--- config.mk ---
export PLATFORM = sky130hd
export DESIGN_NAME = cory_pack16
export DESIGN_NICKNAME = d
export VERILOG_FILES = /design/src/rtl/cory_pack16_pkg.sv /design/src/rtl/cory_pack16_lane.sv /design/src/rtl/cory_pack16.sv
export SDC_FILE = /design/constraint.sdc
export NUM_CORES = 1
export LEC_CHECK = 0
export ABC_AREA = 1
export CAP_MARGIN = 20
export CORE_ASPECT_RATIO = 1.1
export CORE_MARGIN = 1
export CORE_UTILIZATION = 44
export DETAILED_ROUTE_END_ITERATION = 7
export GPL_ROUTABILITY_DRIVEN = 1
export PLACE_DENSITY_LB_ADDON = 0.12
export SLEW_MARGIN = 40
export SYNTH_ARGS = -nofsm -noshare
export SYNTH_HDL_FRONTEND = slang
export SYNTH_SLANG_ARGS = --single-unit
--- constraint.sdc ---
create_clock -name clk -period 2.58 [get_ports clk]
set_clock_uncertainty 0.15 [all_clocks]
set_input_delay 0.258 -clock clk [delete_from_list [all_inputs] [get_ports clk]]
set_output_delay 0.258 -clock clk [all_outputs]
set_load 0.05 [all_outputs]
--- src/rtl/cory_pack16_pkg.sv ---
// cory_pack16_pkg: lane count and lane-offset helper shared by the cory pack/unpack families
`ifndef CORY_PACK16
`define CORY_PACK16
package cory_pack16_pkg;
  localparam int LANES = 16;
  typedef logic [LANES-1:0][31:0] widths_t;
  function automatic int lane_ofs(input widths_t w, input int k);
    int s = 0;
    for (int i = 0; i < k; i++) s += int'(w[i]);
    return s;
  endfunction
endpackage
`endif

--- src/rtl/cory_pack16_lane.sv ---
// cory_pack_lane: one-entry holding register for a single cory_pack16 lane
// CORY_PACK16_BYPASS_EN lets an empty lane feed the beat combinationally
module cory_pack_lane #(
  parameter int W = 8
) (
  input  logic         clk,
  input  logic         reset_n,
  input  logic         i_v,
  input  logic [W-1:0] i_d,
  output logic         o_r,
  input  logic         i_fire,
  output logic         o_full,
  output logic [W-1:0] o_d
);
  logic         full;
  logic         cap;
  logic [W-1:0] d_q;
`ifdef CORY_PACK16_BYPASS_EN
  // an empty lane's data in a fire cycle leaves directly, so it is never stored
  assign o_r = ~full;
  assign cap = i_v & ~full & ~i_fire;
  assign o_d = full ? d_q : i_d;
`else
  assign o_r = ~full | i_fire;
  assign cap = i_v & o_r;
  assign o_d = d_q;
`endif
  assign o_full = full;
  always_ff @(posedge clk or negedge reset_n) begin
    if (!reset_n) begin
      full <= 1'b0;
      d_q  <= '0;
    end else begin
      full <= cap | (full & ~i_fire);
      if (cap) d_q <= i_d;
    end
  end
endmodule

--- src/rtl/cory_pack16.sv ---
// cory_pack16: joins sixteen valid/ready lanes into one wide beat (lane 0 in LSBs)
// CORY_PACK16_BYPASS_EN: empty valid lanes contribute combinationally; CORY_MON: sim beat log
module cory_pack16
  import cory_pack16_pkg::*;
#(
  parameter int N  = 8,
  parameter int A0 = N,
  parameter int A1 = N,
  parameter int A2 = N,
  parameter int A3 = N,
  parameter int A4 = N,
  parameter int A5 = N,
  parameter int A6 = N,
  parameter int A7 = N,
  parameter int A8 = N,
  parameter int A9 = N,
  parameter int AA = N,
  parameter int AB = N,
  parameter int AC = N,
  parameter int AD = N,
  parameter int AE = N,
  parameter int AF = N,
  parameter int Z  = A0 + A1 + A2 + A3 + A4 + A5 + A6 + A7 + A8 + A9 + AA + AB + AC + AD + AE + AF
) (
  input  logic          clk,
  input  logic          reset_n,
  input  logic          i_a0_v,
  input  logic [A0-1:0] i_a0_d,
  output logic          o_a0_r,
  input  logic          i_a1_v,
  input  logic [A1-1:0] i_a1_d,
  output logic          o_a1_r,
  input  logic          i_a2_v,
  input  logic [A2-1:0] i_a2_d,
  output logic          o_a2_r,
  input  logic          i_a3_v,
  input  logic [A3-1:0] i_a3_d,
  output logic          o_a3_r,
  input  logic          i_a4_v,
  input  logic [A4-1:0] i_a4_d,
  output logic          o_a4_r,
  input  logic          i_a5_v,
  input  logic [A5-1:0] i_a5_d,
  output logic          o_a5_r,
  input  logic          i_a6_v,
  input  logic [A6-1:0] i_a6_d,
  output logic          o_a6_r,
  input  logic          i_a7_v,
  input  logic [A7-1:0] i_a7_d,
  output logic          o_a7_r,
  input  logic          i_a8_v,
  input  logic [A8-1:0] i_a8_d,
  output logic          o_a8_r,
  input  logic          i_a9_v,
  input  logic [A9-1:0] i_a9_d,
  output logic          o_a9_r,
  input  logic          i_aa_v,
  input  logic [AA-1:0] i_aa_d,
  output logic          o_aa_r,
  input  logic          i_ab_v,
  input  logic [AB-1:0] i_ab_d,
  output logic          o_ab_r,
  input  logic          i_ac_v,
  input  logic [AC-1:0] i_ac_d,
  output logic          o_ac_r,
  input  logic          i_ad_v,
  input  logic [AD-1:0] i_ad_d,
  output logic          o_ad_r,
  input  logic          i_ae_v,
  input  logic [AE-1:0] i_ae_d,
  output logic          o_ae_r,
  input  logic          i_af_v,
  input  logic [AF-1:0] i_af_d,
  output logic          o_af_r,
  output logic          o_z_v,
  output logic [Z-1:0]  o_z_d,
  input  logic          i_z_r
);
  localparam widths_t W = {32'(AF), 32'(AE), 32'(AD), 32'(AC), 32'(AB), 32'(AA), 32'(A9), 32'(A8),
                           32'(A7), 32'(A6), 32'(A5), 32'(A4), 32'(A3), 32'(A2), 32'(A1), 32'(A0)};
  logic [LANES-1:0] in_v;
  logic [LANES-1:0] full;
  logic [LANES-1:0] rdy;
  logic [Z-1:0]     in_d;
  logic [Z-1:0]     lane_d;
  logic             fire;
  assign in_v = {i_af_v, i_ae_v, i_ad_v, i_ac_v, i_ab_v, i_aa_v, i_a9_v, i_a8_v,
                 i_a7_v, i_a6_v, i_a5_v, i_a4_v, i_a3_v, i_a2_v, i_a1_v, i_a0_v};
  assign in_d = {i_af_d, i_ae_d, i_ad_d, i_ac_d, i_ab_d, i_aa_d, i_a9_d, i_a8_d,
                 i_a7_d, i_a6_d, i_a5_d, i_a4_d, i_a3_d, i_a2_d, i_a1_d, i_a0_d};
  assign {o_af_r, o_ae_r, o_ad_r, o_ac_r, o_ab_r, o_aa_r, o_a9_r, o_a8_r,
          o_a7_r, o_a6_r, o_a5_r, o_a4_r, o_a3_r, o_a2_r, o_a1_r, o_a0_r} = rdy;
`ifdef CORY_PACK16_BYPASS_EN
  assign o_z_v = &(full | in_v);
`else
  assign o_z_v = &full;
`endif
  assign fire  = o_z_v & i_z_r;
  assign o_z_d = lane_d;
  for (genvar k = 0; k < LANES; k++) begin : g_lane
    localparam int WK  = int'(W[k]);
    localparam int OFS = lane_ofs(W, k);
    cory_pack_lane #(.W(WK)) u_lane (
      .clk    (clk),
      .reset_n(reset_n),
      .i_v    (in_v[k]),
      .i_d    (in_d[OFS +: WK]),
      .o_r    (rdy[k]),
      .i_fire (fire),
      .o_full (full[k]),
      .o_d    (lane_d[OFS +: WK])
    );
  end
`ifdef CORY_MON
  always_ff @(posedge clk) if (reset_n && fire) $display("cory_pack16 beat %h", o_z_d);
`endif
endmodule

==> results.md <==
* Clock-pin slew on the worst setup and hold paths at 0.06 ns
* Nets@finish at ~1100
* Post-CTS resize count at 0
* Initial antenna violation count at 0
* Crit. End Element: primary output
* Slew @ Worst Pin at 0.577 ns
* Area Growth Syn to Fin at 63.0%
* Seq/Total Area, Yosys at 61.4%
* Post-synth ARST share at 100%
* Hold_buf cts at 1
* Critical-path top delay cell: dfrtp_1
* Cell with the most instances after synthesis: nand2_1
* Period minus WS final at 2.45 ns
* Critical path origin: g_lane[10].u_lane.o_full
* Critical R2R Launch: g_lane[10].u_lane.o_full
* H-Tree Depth at 4
* Cells after synthesis at 641
* Final WL at about 17000 um
* Total CTS buffers at 17
* Finished Core Util at 74.7%
* Clk Latency, worst-skew pair at 0.41 ns
* Startpoint types: flop
* CTS tree: built
* Post-synth top area share at 61.4%
* Slew Limit Headroom at 61.4%
* FILL cells at approximately 940
* First-pass GRT wire length at 27400 um
* Die Wd at 112 um
* Status: finished, violations left
* GRT Total Usage at 25.7%
* Main synth FF type: dfrtp_1
* Clock Sink Count at 144
* Placer Congestion at 0.802
* Number of global-route vias before repair at 5635
* # placed instances at 1059
* WL/cell at 16.0 um
* Max Fclk at 0.408 GHz
* Flop2flop setup slack at roughly 0.42 ns
* Crit Reg-Reg Endpoint: g_lane[6].u_lane.o_d[2]
* RSZ-0062 raised after global routing: no
* Die footprint at 13800 um2
* Core area at 12800 um2
* Worst R2R Path Depth at 9
* CP top delay family: simple AND/OR/NAND/NOR gates
* Top cell type by total area after synthesis: dfrtp_1
* Post-route ant nets at 0
* Violated checks: design-rule violations
* Drt first pass iters at 8
* Largest net degree at the start of global routing at 60
* Final non-filler cell total at 1092
* Io pins at 292
* Post-synth EDFFs at 0
* Crit path required time at 2.17 ns
* Synth cell count leaders: nand2_1 (294), dfrtp_1 (144), nand3_1 (128), inv_1 (16), nand2_2 (11)
* Crit share post-route at a little over nine tenths
* Worst endpoint data arrival time at approximately 2.1 ns
* Mapped Nets at slightly below 800
* Die Y at 123 um
* Synth Register Bits at 144
* Routed via count at between 5000 and 6000
* Layout cells sized above 1 at under 10%
* Bufs and invs on worst path at 2
* Diode count at 0
* Initial DRC count at roughly 290
* Post-CTS Setup Repair Bufs at 0
* Port Buffers at slightly below 300
* Warnings, synthesis at 0
* Clock root buffer: clkbuf_16
* Max-Cap Viols at 0
* Final setup vio count at 0
* Via/cell ratio at between 5 and 6
* CP Class: flop to primary output
* Congestion Overflow GR at 0
* Endpoints failing hold at 0
* Detailed-route DRC error count at 19
* CTS Buffer Depth at 2
* Crit path cell chain: nand2_1 -> nor2_1 -> nand2_1 -> nor2_2 -> nand2_2 -> buf_4 -> nand2_4 -> buf_12
* Most frequent CP cell: nand2_1
* Slew Limit Fails at 0
* Initial Util at around 46%
* HPWL Detailed at 13000 um
* Largest cells by area after synthesis: dfrtp_1 (61%), nand2_1 (19%), nand3_1 (11%)
* Crit path largest cell delay at 0.40 ns
* Setup TNS at 0 ns
* Mapped cell area at 5870 um2
* Post-Syn Area per Cell at 9.15 um2
* Hold WC Path Type: input port to asynchronous set/reset pin
* # rows at 43
* Unique cell type count in the Yosys netlist at 13
* Critical Path Fanout Max at 11
## registers in the layout (all words and copies together), names as in the netlist
name and flops:
g_lane.u_lane.o_d 128, g_lane.u_lane.o_full 16
## placed cells by master, fill, tap and decap left out, drive strengths merged
cell type	count
clkbuf	17
bufinv	4
clkdlybuf4s50	273
nand2	315
buf	21
clkinvlp	2
nor2	5
dfrtp	144
dlygate4sd3	1
clkinv	7
nand3	128
inv	18
## through the flow
stage               setup slack, ns  instance area, um2  hold slack (ns)
global route                 0.0207                9560            0.254
floorplan                     0.457                5870           -0.188
detailed placement            0.453                8910            0.106
CTS                           0.108                9560            0.234
global placement              0.530                8910           0.0941
finish                        0.127                9560            0.215
## worst max path at each step
stage                              endpoint  slack (ns)  cells past startpoint
global route                         o_a5_r        0.02                      7
global placement    g_lane[5].u_lane.o_d[6]        0.53                      9
detailed placement  g_lane[6].u_lane.o_d[2]        0.45                      9
finish                               o_ac_r        0.13                      8
floorplan                            o_a0_r        0.46                      8
CTS                                  o_ac_r        0.11                      8
## per-layer routing
layer	wire length, um	global-route usage [%]	vias to the layer above
met1	6550	27.9	2648
met4	432	10.9	0
met2	9050	46.9	226
met5	0	0	-
li1	-	-	2591
met3	1460	7.70	30
## kinds of logic (layout without fill, tap and decap cells)
group	count (synthesis)	count (layout)	synth area share, %
buf+inv	49	343	5.38
simple gates	448	448	33.2
flops	144	144	61.4
## layout make-up
cell class	instances	area, um2	area share, %
clock buffer	17	425	4.45
clock inverter	15	210	2.20
inverter	16	60.1	0.628
multi-input combinational	448	1950	20.4
sequential	144	3600	37.7
tap	157	196	2.05
timing repair buffer	295	3120	32.6
Power is not shown: default switching activity piles up to over one toggle a cycle in this logic, so the estimate is an artifact.
